`config.mk`:
```
export PLATFORM = sky130hd
export DESIGN_NAME = hazard_scheduler
export DESIGN_NICKNAME = d
export VERILOG_FILES = /design/src/rtl/hazard_scheduler.sv
export SDC_FILE = /design/constraint.sdc
export NUM_CORES = 1
export LEC_CHECK = 0
export ABC_AREA = 1
export ABC_CLOCK_PERIOD_IN_PS = 2040
export CAP_MARGIN = 20
export CORE_UTILIZATION = 25
export CTS_CLUSTER_SIZE = 24
export DETAILED_ROUTE_END_ITERATION = 8
export PLACE_DENSITY = 0.42
export SKIP_LAST_GASP = 1
export SLEW_MARGIN = 40
export SYNTH_ARGS = -nofsm -noshare
export SYNTH_HDL_FRONTEND = slang
export SYNTH_SLANG_ARGS = --single-unit
```
`constraint.sdc`:
```
create_clock -name clk -period 2.04 [get_ports clk]
set_clock_uncertainty 0.1 [all_clocks]
set_input_delay 0.612 -clock clk [delete_from_list [all_inputs] [get_ports clk]]
set_output_delay 0.612 -clock clk [all_outputs]
set_load 0.01 [all_outputs]
```
`src/rtl/hazard_scheduler.sv`:
```
// Hazard controller for the 5-stage MIPS pipeline: load-use and HI/LO busy
// stalls, branch flushes and EX-stage forwarding selects from register IDs only.
module hazard_scheduler #(
  parameter int unsigned MUL_LAT = 4,
  parameter int unsigned DIV_LAT = 16,
  parameter int unsigned CNT_W   = 5
) (
  input  logic       clk,
  input  logic       rst_n,
  input  logic       id_valid,
  input  logic [5:0] id_rr1,
  input  logic [5:0] id_rr2,
  input  logic [5:0] id_wr,
  input  logic       id_is_load,
  input  logic       id_md_start,
  input  logic       id_md_is_div,
  input  logic       ex_branch_taken,
  output logic       stall,
  output logic       bubble_ex,
  output logic       flush_id,
  output logic [1:0] fwd_a,
  output logic [1:0] fwd_b,
  output logic       md_busy
);

  localparam logic [5:0] HILO_ID = 6'd33;

  typedef enum logic [1:0] {
    FWD_RF  = 2'b00,
    FWD_MEM = 2'b01,
    FWD_WB  = 2'b10
  } fwd_e;

  typedef struct packed {
    logic       v;
    logic [5:0] rr1;
    logic [5:0] rr2;
    logic [5:0] wr;
    logic       ld;
  } ex_rec_t;

  ex_rec_t          ex_q, ex_d;
  logic             mem_v_q, mem_v_d;
  logic [5:0]       mem_wr_q, mem_wr_d;
  logic             mem_ld_q, mem_ld_d;
  logic             wb_v_q, wb_v_d;
  logic [5:0]       wb_wr_q, wb_wr_d;
  logic [CNT_W-1:0] cnt_q, cnt_d;

  logic luse, mdhaz, stall_c, bubble_c;
  fwd_e fwd_a_c, fwd_b_c;

  // MEM is checked first so the youngest producer wins; loads in MEM never forward.
  function automatic fwd_e fwd_sel(
    input logic       ex_v,
    input logic [5:0] r,
    input logic       m_v,
    input logic [5:0] m_wr,
    input logic       m_ld,
    input logic       w_v,
    input logic [5:0] w_wr
  );
    fwd_e sel;
    sel = FWD_RF;
    if (ex_v && r != '0 && r != HILO_ID) begin
      if (m_v && m_wr == r && !m_ld)
        sel = FWD_MEM;
      else if (w_v && w_wr == r)
        sel = FWD_WB;
    end
    return sel;
  endfunction

  always_comb begin
    luse = id_valid && ex_q.v && ex_q.ld && ex_q.wr != '0 && ex_q.wr != HILO_ID &&
           (id_rr1 == ex_q.wr || id_rr2 == ex_q.wr);
    mdhaz = id_valid && cnt_q != '0 &&
            (id_rr1 == HILO_ID || id_rr2 == HILO_ID || id_md_start);
    stall_c  = (luse || mdhaz) && !ex_branch_taken;
    bubble_c = stall_c || ex_branch_taken;
    fwd_a_c  = fwd_sel(ex_q.v, ex_q.rr1, mem_v_q, mem_wr_q, mem_ld_q, wb_v_q, wb_wr_q);
    fwd_b_c  = fwd_sel(ex_q.v, ex_q.rr2, mem_v_q, mem_wr_q, mem_ld_q, wb_v_q, wb_wr_q);
  end

  always_comb begin
    wb_v_d   = mem_v_q;
    wb_wr_d  = mem_wr_q;
    mem_v_d  = ex_q.v;
    mem_wr_d = ex_q.wr;
    mem_ld_d = ex_q.ld;
    ex_d     = '0;
    if (!bubble_c)
      ex_d = {id_valid, id_rr1, id_rr2, id_wr, id_is_load};

    // Only a mul/div that really enters EX claims HI/LO.
    cnt_d = cnt_q;
    if (id_valid && id_md_start && !bubble_c)
      cnt_d = id_md_is_div ? CNT_W'(DIV_LAT) : CNT_W'(MUL_LAT);
    else if (cnt_q != '0)
      cnt_d = cnt_q - 1'b1;
  end

  always_ff @(posedge clk) begin
    if (!rst_n) begin
      ex_q     <= '0;
      mem_v_q  <= 1'b0;
      mem_wr_q <= '0;
      mem_ld_q <= 1'b0;
      wb_v_q   <= 1'b0;
      wb_wr_q  <= '0;
      cnt_q    <= '0;
    end else begin
      ex_q     <= ex_d;
      mem_v_q  <= mem_v_d;
      mem_wr_q <= mem_wr_d;
      mem_ld_q <= mem_ld_d;
      wb_v_q   <= wb_v_d;
      wb_wr_q  <= wb_wr_d;
      cnt_q    <= cnt_d;
    end
  end

  assign stall     = stall_c;
  assign bubble_ex = bubble_c;
  assign flush_id  = ex_branch_taken;
  assign fwd_a     = fwd_a_c;
  assign fwd_b     = fwd_b_c;
  assign md_busy   = (cnt_q != '0);

endmodule

```
* Word level (Yosys, flattened, before mapping)
Index checks and enable logic that the tools add are counted.
** Storage, ports and cells
- Register bits after elaboration :: 40
- Bits of input ports :: 25
- Output and inout port bits :: 8
- Logic and storage cells :: 67
** Cells by class
- Add/sub/neg operators :: 1
- Equality and inequality tests :: 11
- Multiplexer cells :: 9
- Bitwise operators :: 1
- Reductions and logical operators :: 34
** Operators with widths (number)
- $eq A6 B6 Y1 :: 6
- $logic_and A1 B1 Y1 :: 20
- $ne A6 B6 Y1 const B :: 3
- $reduce_bool A6 Y1 :: 3
- $mux W5 :: 3
- $eq A6 B6 Y1 const B :: 2
- $mux W2 :: 6
- $logic_or A1 B1 Y1 :: 5
- $reduce_bool A5 Y1 :: 1
- $sub A5 B1 Y5 const B :: 1
- $logic_not A1 Y1 :: 3
- $reduce_bool A2 Y1 :: 1
- $reduce_or A2 Y1 :: 1
- $not A1 Y1 :: 1

* Longest topological paths before layout
- Depth after elaboration :: 11
- Depth in mapped cells :: 12
- Mapped depth without buffers :: 11

* Least setup slack after synthesis
Ideal clock, no wire load.
- Kind :: input-to-output
- From :: input port id_rr1[4]
- To :: output port bubble_ex
- Data arrival time :: 1.249 ns
- Data required time :: 1.328 ns
- Setup slack :: 0.079 ns
- Cell stages on the path :: 10
- Path through :: inv_1 nand2_1 nand2_1 nor2_1 nand3_1 nand2_1 nand2_2 nand2_2 nor2_4 inv_1
** Between the ends
- Cells in the longest elaborated chain, start to end :: 7
** Ends and longest elaborated chain
- from (decl) :: RTL line 11 : input logic [5:0] id_rr1,
- $eq A6 B6 Y1 :: RTL line 78 : (id_rr1 == HILO_ID || id_rr2 == HILO_ID || id_md_start);
- $logic_or A1 B1 Y1 (2 in series) :: RTL line 78
- $logic_and A1 B1 Y1 :: RTL line 77 : mdhaz = id_valid && cnt_q != '0 &&
- $logic_or A1 B1 Y1 (*) :: RTL line 79 : stall_c = (luse || mdhaz) && !ex_branch_taken;
- $logic_and A1 B1 Y1 (*) :: RTL line 79
- $logic_or A1 B1 Y1 (*) :: RTL line 80 : bubble_c = stall_c || ex_branch_taken;
- to (decl) :: RTL line 19 : output logic bubble_ex,
Mark *: on every way between the ends. The rest lies on a longest branch, timed or not.

* Final worst setup path
- From :: register ex_q[12] (netlist bit)
- To :: output port fwd_b[1]
** Between the ends
- Cells in the longest elaborated chain, start to end :: 5
** Ends and longest elaborated chain
- from (decl) :: RTL line 42 : ex_rec_t ex_q, ex_d;
- from (signal assigned) :: RTL line 105 : ex_q <= '0;
- from (signal assigned) :: RTL line 113 : ex_q <= ex_d;
- $eq A6 B6 Y1 (on tied branches) :: RTL line 68, 66
- $logic_and A1 B1 Y1 (on tied branches) :: RTL line 68, 66
- $mux W2 or $logic_and A1 B1 Y1 (tied branches) :: RTL line 68, 66
- $mux W2 :: RTL line 66 : if (m_v && m_wr == r && !m_ld)
- $mux W2 (*) :: RTL line 65 : if (ex_v && r != '0 && r != HILO_ID) begin
- to (decl) :: RTL line 22 : output logic [1:0] fwd_b,
Marked as above.

==> run metrics <==
status finished, violations left; failing checks setup timing; crit share post-route 109%; number of global-route vias before repair 1950; vias per cell 3.96; register area 842 um2; via count 1953; critical path depth in cells 6; multi-input logic area 0.00102 mm2; Nets 417; critical path data arrival time 1.51 ns; DRC viols 0; RSZ-0062 raised after global routing yes; CORE AREA 0.00777 mm2; maximum VDD drop 0.352 mV; Max-cap violations 0; Mapped Cells 295; H-tree Lvls 2; Yosys reg bits 40; Seq/Total Area, Yosys 39.8%; Bufs and invs on worst path 2; cts bufs inserted 5; Ys Warns 0; CP Capture Type primary output; GRT Total Usage 13.6%; Hold Crit Class flip-flop to flip-flop; Tmin final 2.22 ns; peak per-stage delay on the critical path 0.33 ns; RePlAce Congestion 0.821; critical path data required time 1.33 ns; Port Buffers 32; Fillers 880; Slew Limit Fails 0; LEAKAGE 1.61 nW; Hold Crit Depth 2; Most used DFF post-synth dfxtp_1; share of cells above drive strength 1 43.7%; Fmax 0.451 GHz; power per cell area 764 mW/mm2; CTS clk-pin slew, worst paths 0.08 ns; die area 0.00842 mm2; Worst Setup SP ex_q[12]; Post-CTS Hold Fix Bufs 0; reg2reg start mem_wr_d[2]; worst-case reg-to-reg path depth 15; Yosys cell types 27; Worst path slowest cell dfxtp_2; Crit Path Category flip-flop to primary output; worst-margin pin slew 0.246 ns; Synthesized Nets 322; HPWL after detailed placement 4060 um; clock latency at the later pin of the worst-skew pair 0.28 ns; Area Overhead vs Synth 53.8%; num rows 32; initial core utilization 25.9%; Post-synth EDFFs 0; Initial DRC Count 45; Inst Count DP 470; final setup fails 6; first-pass GRT wire length 9030 um; hold path start mem_ld_d; max_slew headroom 83.5%; gr ovfl total 0; Crit path max-delay family simple AND/OR/NAND/NOR gates; Post-Syn Area per Cell 6.82 um2; ant diodes 0; FFs w/ async S/R, synth 0%; CTS root buf clkbuf_8; WHS 0.331 ns; CTS tree done; I/O pin cnt 33; final worst slack -0.179 ns; cell breakdown of the critical path inv_2 > nor2_1 > a211oi_2 > nand4_1 > nor4_1 > buf_2; final hold viol count 0; Die Wd 91.7 um; crit-path max FO 3; antenna violations before repair 0; largest net degree at the start of global routing 16; drt wl/cell 10.5 um; final non-filler cell total 493; # clock sinks 40; drt pass-1 iters 4; number of routed nets with antenna violations 0; Max Buffers Root-to-Sink 2; Worst Setup Start Kind flip-flop; drt total wl 5200 um; Mapped Area 0.00201 mm2; die height 91.7 um; Tot Pwr 2.37 mW
==> cell usage after synthesis, types with 4 or more instances <==
master     number  area (um2)
o21ai_0         4        20.0
nor2_2          7        43.8
nand3_1         8        40.0
nand4_1         6        37.5
o2111ai_1       6        52.6
nand2_1        72         270
dfxtp_1        40         801
nor2_1         34         128
xnor2_1         5        43.8
inv_1          70         263
xor2_1          7        61.3
a21oi_1         8        40.0
nand2_2         4        25.0
o22ai_1         4        25.0
==> repair_timing <==
item | in CTS | in global routing
pin swaps | 23 | 12
setup buffers | 8 | 7
resized for setup | 141 | 26
endpoints found under the setup margin | 28 | 7
==> layout make-up <==
| type | count | share of cell area (%) |
|---|---|---|
| Clock buffer | 6 | 2.34 |
| Tap cell | 102 | 4.12 |
| Timing Repair Buffer | 93 | 23.6 |
| Inverter | 70 | 8.65 |
| Sequential cell | 40 | 27.2 |
| Multi-Input combinational cell | 180 | 33.0 |
| Clock inverter | 2 | 1.13 |
==> placed cells by master (no fill, tap or decap), drive strengths merged, types with 4 or more instances in the layout <==
| cell type | count |
|---|---|
| dfxtp | 40 |
| a21oi | 8 |
| clkdlybuf4s50 | 9 |
| xor2 | 7 |
| xnor2 | 5 |
| o2111ai | 6 |
| buf | 80 |
| inv | 70 |
| o21ai | 4 |
| nand4 | 6 |
| nor2 | 43 |
| o22ai | 4 |
| nand3 | 8 |
| nand2 | 76 |
| clkbuf | 6 |
==> metrics by stage <==
stage / util (%) / setup slack (ns) / setup TNS [ns] / instance area [um2]
2_1_floorplan: - / 0.0794 / 0 / 2010
3_3_place_gp: 36.0 / -1.07 / -13.77 / 2790
3_5_place_dp: 36.0 / -1.07 / -13.44 / 2790
4_1_cts: 38.3 / -0.207 / -0.935 / 2980
5_1_grt: 39.9 / -0.289 / -1.55 / 3100
6_report: 39.9 / -0.179 / -0.866 / 3100
==> flip-flops by register name, summed over array words and instances (netlist names) <==
| name | cells |
|---|---|
| mem_ld_q | 1 |
| wb_wr_q | 6 |
| mem_ld_d | 1 |
| cnt_q | 5 |
| wb_v_q | 1 |
| ex_q | 12 |
| mem_wr_d | 6 |
| mem_v_q | 1 |
| mem_v_d | 1 |
| mem_wr_q | 6 |
==> report_power, final <==
part | internal (mW) | switching, mW | leakage, nW
clock | 0.363 | 0.270 | 0.0552
combinational | 0.431 | 0.395 | 1.21
sequential | 0.856 | 0.0506 | 0.339
total | 1.65 | 0.716 | 1.61
==> cells by family (layout without fill, tap and decap cells) <==
group	after synthesis	after routing	synth area share [%]
simple gates	139	139	30.0
buf+inv	75	171	14.9
flops	40	40	39.8
compound gates	27	27	8.89
xor+xnor	12	12	5.22
fa+ha+maj	2	2	1.24
==> worst register-to-register path, cell delays in order, from the launching register on <==
cell and delay (ns):
dfxtp_2 0.36, inv_2 0.05, nand2_1 0.05, nand2_1 0.06, nor2_2 0.13, nand3_1 0.10, nand2_1 0.09, nand2_2 0.07
nand2_2 0.08, nor2_4 0.03, buf_4 0.13, buf_4 0.12, buf_4 0.13, nand2_2 0.10, buf_12 0.15, nor2_1 0.05
==> final timing paths <==
check,endpoint,slack [ns]
hold reg to reg,mem_ld_q,0.33
setup reg to reg,ex_q[16],0.14
setup / recovery,fwd_b[1],-0.18
hold / removal,mem_ld_q,0.33
==> metal layers <==
metal | GRT usage (%) | vias to the layer above | wire (um)
met1 | 18.1 | 826 | 2550
met4 | 4.17 | 0 | 68
met3 | 3.23 | 6 | 215
li1 | - | 1084 | -
met5 | 0 | - | 0
met2 | 21.8 | 37 | 2360
Power figures use the tool's default switching activity.
